### src/rtl/cpu_defs.sv
// Shared CPU definitions for the EX-stage HI/LO unit.
//   - ex_op encodings for MULT/MULTU/DIV/DIVU/MTHI/MTLO
//   - divider FSM state enum
package cpu_defs;

    localparam int unsigned XLEN  = 32;
    localparam int unsigned CNT_W = 5;

    localparam logic [2:0] OP_NONE  = 3'd0;
    localparam logic [2:0] OP_MULT  = 3'd1;
    localparam logic [2:0] OP_MULTU = 3'd2;
    localparam logic [2:0] OP_DIV   = 3'd3;
    localparam logic [2:0] OP_DIVU  = 3'd4;
    localparam logic [2:0] OP_MTHI  = 3'd5;
    localparam logic [2:0] OP_MTLO  = 3'd6;
    localparam logic [2:0] OP_RSVD  = 3'd7;

    typedef enum logic [1:0] {
        IDLE = 2'd0,
        BUSY = 2'd1,
        DONE = 2'd2
    } div_state_t;

endpackage

### src/rtl/div_iter.sv
// Unsigned 32-step radix-2 restoring divider core.
// Ports:
//   clk, resetn  clock, synchronous active-low reset
//   start        load dividend/divisor, clear partial remainder
//   step         perform one restoring step this cycle
//   dividend     unsigned dividend (sampled on start)
//   divisor      unsigned divisor (sampled on start)
//   q_c, r_c     quotient/remainder after this cycle's step (combinational),
//                final values on the 32nd step
module div_iter
    import cpu_defs::*;
(
    input  logic            clk,
    input  logic            resetn,
    input  logic            start,
    input  logic            step,
    input  logic [XLEN-1:0] dividend,
    input  logic [XLEN-1:0] divisor,
    output logic [XLEN-1:0] q_c,
    output logic [XLEN-1:0] r_c
);

    logic [XLEN-1:0] rem_q;
    logic [XLEN-1:0] quo_q;
    logic [XLEN-1:0] dvs_q;
    logic [XLEN:0]   rem_shift;
    logic [XLEN:0]   diff;

    // One restoring step: shift in the next dividend bit MSB-first, trial subtract.
    always_comb begin
        rem_shift = {rem_q, quo_q[XLEN-1]};
        diff      = rem_shift - {1'b0, dvs_q};
        if (!diff[XLEN]) begin
            r_c = diff[XLEN-1:0];
            q_c = {quo_q[XLEN-2:0], 1'b1};
        end else begin
            r_c = rem_shift[XLEN-1:0];
            q_c = {quo_q[XLEN-2:0], 1'b0};
        end
    end

    // Remainder never reaches the divisor, so 32 stored bits suffice.
    always_ff @(posedge clk) begin
        if (!resetn) begin
            rem_q <= '0;
            quo_q <= '0;
            dvs_q <= '0;
        end else if (start) begin
            rem_q <= '0;
            quo_q <= dividend;
            dvs_q <= divisor;
        end else if (step) begin
            rem_q <= r_c;
            quo_q <= q_c;
        end
    end

endmodule

### src/rtl/ex_hilo_unit.sv
// EX-stage HI/LO unit: MULT/MULTU/MTHI/MTLO in one cycle, DIV/DIVU via a
// 32-step iterative divider that stalls IF/ID/EX until HI/LO are written.
// Ports:
//   clk, resetn  clock, synchronous active-low reset
//   ex_valid     EX holds a live instruction
//   ex_op        operation (see cpu_defs)
//   ex_A, ex_B   GPR[rs], GPR[rt]
//   flush        cancel the EX instruction
//   stall        combinational pipeline hold request
//   hi, lo       architectural HI/LO registers
module ex_hilo_unit
    import cpu_defs::*;
(
    input  logic            clk,
    input  logic            resetn,
    input  logic            ex_valid,
    input  logic [2:0]      ex_op,
    input  logic [XLEN-1:0] ex_A,
    input  logic [XLEN-1:0] ex_B,
    input  logic            flush,
    output logic            stall,
    output logic [XLEN-1:0] hi,
    output logic [XLEN-1:0] lo
);

    div_state_t       state, state_d;
    logic [CNT_W-1:0] cnt, cnt_d;
    logic             qneg, qneg_d;
    logic             rneg, rneg_d;
    logic             dz, dz_d;
    logic [XLEN-1:0]  hi_d, lo_d;

    logic             act;
    logic             is_div;
    logic             div_signed;
    logic [XLEN-1:0]  abs_a, abs_b;
    logic             start_c, step_c;
    logic [XLEN-1:0]  q_c, r_c;

    logic signed [XLEN:0] a_ext, b_ext;
    logic [2*XLEN-1:0]    prod;

    assign act        = ex_valid & ~flush;
    assign is_div     = (ex_op == OP_DIV) | (ex_op == OP_DIVU);
    assign div_signed = (ex_op == OP_DIV);

    // Magnitudes for the unsigned core; -0x80000000 wraps to itself, which is correct.
    assign abs_a = (div_signed & ex_A[XLEN-1]) ? (XLEN'(0) - ex_A) : ex_A;
    assign abs_b = (div_signed & ex_B[XLEN-1]) ? (XLEN'(0) - ex_B) : ex_B;

    // 33-bit extension lets one signed multiplier serve both MULT and MULTU.
    assign a_ext = {(ex_op == OP_MULT) & ex_A[XLEN-1], ex_A};
    assign b_ext = {(ex_op == OP_MULT) & ex_B[XLEN-1], ex_B};
    assign prod  = 64'(a_ext) * 64'(b_ext);

    div_iter u_div_iter (
        .clk      (clk),
        .resetn   (resetn),
        .start    (start_c),
        .step     (step_c),
        .dividend (abs_a),
        .divisor  (abs_b),
        .q_c      (q_c),
        .r_c      (r_c)
    );

    // Next-state, stall and HI/LO update logic.
    always_comb begin
        state_d = state;
        cnt_d   = cnt;
        qneg_d  = qneg;
        rneg_d  = rneg;
        dz_d    = dz;
        hi_d    = hi;
        lo_d    = lo;
        start_c = 1'b0;
        step_c  = 1'b0;
        stall   = 1'b0;

        if (act) begin
            case (ex_op)
                OP_MULT, OP_MULTU: {hi_d, lo_d} = prod;
                OP_MTHI:           hi_d = ex_A;
                OP_MTLO:           lo_d = ex_A;
                default: ;
            endcase
        end

        case (state)
            IDLE: begin
                if (act && is_div) begin
                    start_c = 1'b1;
                    qneg_d  = div_signed & (ex_A[XLEN-1] ^ ex_B[XLEN-1]);
                    rneg_d  = div_signed & ex_A[XLEN-1];
                    dz_d    = (ex_B == '0);
                    cnt_d   = '0;
                    state_d = BUSY;
                    stall   = resetn;
                end
            end
            BUSY: begin
                if (flush) begin
                    state_d = IDLE;
                end else begin
                    stall  = resetn;
                    step_c = 1'b1;
                    cnt_d  = cnt + CNT_W'(1);
                    if (cnt == CNT_W'(XLEN - 1)) begin
                        state_d = DONE;
                        if (!dz) begin
                            lo_d = qneg ? (XLEN'(0) - q_c) : q_c;
                            hi_d = rneg ? (XLEN'(0) - r_c) : r_c;
                        end
                    end
                end
            end
            DONE: begin
                // Same DIV still presented here; leaving unconditionally prevents a restart.
                state_d = IDLE;
            end
            default: state_d = IDLE;
        endcase
    end

    // State and architectural register update.
    always_ff @(posedge clk) begin
        if (!resetn) begin
            state <= IDLE;
            cnt   <= '0;
            qneg  <= 1'b0;
            rneg  <= 1'b0;
            dz    <= 1'b0;
            hi    <= '0;
            lo    <= '0;
        end else begin
            state <= state_d;
            cnt   <= cnt_d;
            qneg  <= qneg_d;
            rneg  <= rneg_d;
            dz    <= dz_d;
            hi    <= hi_d;
            lo    <= lo_d;
        end
    end

endmodule

### config.mk
export PLATFORM = sky130hd
export DESIGN_NAME = ex_hilo_unit
export DESIGN_NICKNAME = d
export VERILOG_FILES = /design/src/rtl/cpu_defs.sv /design/src/rtl/div_iter.sv /design/src/rtl/ex_hilo_unit.sv
export SDC_FILE = /design/constraint.sdc
export NUM_CORES = 2
export LEC_CHECK = 0
export ABC_AREA = 1
export BUFFER_PORTS_ARGS = -buffer_cell sky130_fd_sc_hd__buf_2
export CORE_MARGIN = 5
export CORE_UTILIZATION = 60
export CTS_CLUSTER_SIZE = 24
export DETAILED_ROUTE_END_ITERATION = 16
export PLACE_DENSITY = 0.86
export SLEW_MARGIN = 30
export SYNTH_ARGS = -nofsm -noshare
export SYNTH_HDL_FRONTEND = slang
export SYNTH_SLANG_ARGS = --single-unit
### constraint.sdc
create_clock -name clk -period 17.4 [get_ports clk]
set_input_delay 0 -clock clk [delete_from_list [all_inputs] [get_ports clk]]
set_output_delay 0 -clock clk [all_outputs]
set_load 0.02 [all_outputs]
==> impl_metrics.py <==
metrics = {
    "yosys": {
        "avgSynthCellArea_um2": 7.53,
        "synth_seq_area_share": 0.0654,
        "yosysWarnings": 0,
        "synth_seq_cells": 170,
        "synth_top_area_cell": "fa_1",
        "synth_flop_cell": "dfxtp_1",
        "ys_types": 66,
        "synth.cell_area_um2": 52100,
        "synth_top_area_share": 0.433,
        "ys_async_sr_fraction": 0,
        "synth-edff-count": 0,
        "synth_cells": 6912,
        "synth_area_leaders": "fa_1 (43%), inv_1 (13%), nand2_1 (12%), dfxtp_1 (6.5%), ha_1 (6.0%)",
        "synth_nets": 8360,
    },
    "final_layout": {
        "layout_common_cells": "inv_1 (1,808), nand2_1 (1,690), fa_1 (1,125)",
        "nFillCells": 7504,
        "area_growth_pct": 3.72,
        "layout_commonest_cell": "inv_1",
        "drive_above_1_share": 0.0518,
        "nNetsFinal": 8233,
    },
    "global_routing": {
        "use_met1": 0.445,
        "grt_max_degree": 83,
        "met3_usage": 0.0660,
        "grt_first_pass_wirelength_um": 262000,
        "track_usage": 0.354,
        "top_usage_layer": "met2",
        "grt_pass1_vias": 48900,
        "grt_use_met2": 0.573,
        "grt_overflow": 0,
        "antenna_found_initial": 15,
    },
    "worst_setup_path": {
        "critPathMaxFanout": 30,
        "r2r_start": "u_div_iter.quo_q[31]$_SDFFE_PN0P_",
        "slowest_stage": "fa_1",
        "critical_path.startpoint": "ex_op[0]",
        "path_class": "in2reg",
        "crit_family": "adder cells",
        "cp.arrival_ps": 8740,
        "worstPathRequired_ps": 17800,
        "path_common_cell": "inv_1",
        "crit_path_start_kind": "input pin",
        "max_stage_delay_ps": 860,
        "critPathCaptureType": "flop",
        "path_buf_inv": 12,
    },
    "die": {
        "core_area_um2": 86500,
        "dieWidth_um": 305,
        "die-area_um2": 92800,
        "die_h_um": 305,
        "start_util": 0.602,
        "num_io_pins": 136,
        "rows": 108,
    },
    "timing": {
        "finalSetupTns_ps": 0,
        "slew_headroom": 0.254,
        "skew_ps": 18.5,
        "setup_viol": 0,
        "max_freq_ghz": 0.120,
        "min_period_ps": 8340,
        "drv_slew": 0,
        "hold_viol": 0,
        "rsz0062_at_grt": "no",
        "worst_pin_slew_ps": 1120,
        "fin_crit_sh": 0.480,
    },
    "clock_tree": {
        "clk_pin_slew_worst_paths_ps": 80,
        "cts.sinks": 170,
        "clockRootBuffer": "clkbuf_16",
        "cts_setup_buffers": 0,
        "cts_buffers": 17,
        "hold_buffers": 1,
        "clockBufferDepth": 2,
        "cts_resized": 0,
        "insertion_delay_ps": 460,
        "cts_max_level": 4,
        "cts_tree": "yes",
    },
    "route": {
        "vias_per_cell": 5.75,
        "avgRoutedWirePerCell_um": 20.6,
        "vias": 45800,
        "remaining_drc_errors": 0,
        "antenna_left": 0,
        "routed_wl_um": 164000,
        "drt_iter0_drc": 4428,
        "drt_first_pass_iters": 7,
    },
    "job": {
        "timing.max_cap.violations": 0,
    },
    "place": {
        "hpwl_um": 128000,
        "place.gp.congestion": 1.03,
        "numPortBuffers": 135,
    },
    "hold_path": {
        "hp-class": "in2reg",
        "hold_start": "ex_op[2]",
    },
    "run_status": {
        "outcome": "complete, no violations",
    },
}
registers in the layout, indices dropped and copies added (netlist names), 2 cells and up:
register          flops
u_div_iter.rem_q     32
state                 2
lo                   32
u_div_iter.dvs_q     32
u_div_iter.quo_q     32
cnt                   5
hi                   32
cells by family (layout without fill, tap and decap cells):
logic type,after synthesis,count (layout),synth area share
AO/OA/AOI/OAI,720,720,0.0813
XOR/XNOR,108,108,0.0182
adder cells (fa/ha/maj),1377,1377,0.493
buffers and inverters,2176,2062,0.158
flip-flops,170,170,0.0654
other,0,11,0
AND/OR/NAND/NOR,2361,2361,0.184
layout make-up:
type	instances	area [um^2]	area share
antenna	11	27.5	0.000510
sequential	170	3400	0.0630
clock inverter	14	151	0.00280
clock buffer	18	439	0.00813
inverter	1823	6840	0.127
tap	1155	1450	0.0268
timing repair buffer	207	1220	0.0226
multi-input combinational	4566	40500	0.749
path summary, 6_finish.rpt:
check	to	slack, ps	depth (start not counted)
worst min register to register	cnt[3]$_SDFFE_PN0P_	460	1
worst max register to register	lo[30]$_SDFF_PN0_	12140	29
worst min-delay path	qneg$_SDFFE_PN0P_	150	4
worst max-delay path	hi[31]$_SDFF_PN0_	9060	34
cells in the mapped netlist, drive strengths merged, types with 14 or more instances:
| library cell | number |
|---|---|
| nand4 | 30 |
| dfxtp | 170 |
| xor2 | 69 |
| o21ai | 251 |
| a221oi | 40 |
| fa | 1126 |
| a21oi | 269 |
| nor3 | 52 |
| nor4 | 14 |
| inv | 1817 |
| a21o | 16 |
| nor2 | 347 |
| a31oi | 33 |
| nand3 | 158 |
| buf | 104 |
| clkbuf | 249 |
| o211ai | 26 |
| xnor2 | 39 |
| o21a | 14 |
| nand2 | 1711 |
| ha | 251 |
| or2 | 33 |
worst reg2reg max path: cells and delay by family (launching register included):
family | cells | cell delay (ps)
fa+ha+maj | 3 | 660
flops | 1 | 440
simple gates | 21 | 3290
compound gates | 3 | 550
buf+inv | 2 | 230
metal layers:
metal / vias up / part of all wire
met2: 2701 / 0.46
met5: - / 0.00022
met3: 718 / 0.11
met4: 6 / 0.072
met1: 22500 / 0.36
li1: 19900 / -
metrics by stage:
| step | setup WS [ps] | util | hold WS, ps | std cells | area (um^2) |
|---|---|---|---|---|---|
| CTS | 9220 | 0.624 | 111 | 7953 | 54000 |
| detailed placement | 8760 | 0.617 | 435 | 7920 | 53400 |
| floorplan | 9860 | - | 201 | 6912 | 52100 |
| finish | 9060 | 0.624 | 145 | 7964 | 54000 |
| global route | 8560 | 0.624 | 105 | 7958 | 54000 |
| global placement | 8900 | 0.617 | 430 | 7920 | 53400 |
Power is not shown: default switching activity piles up to over one toggle a cycle in this logic, so the estimate is an artifact.
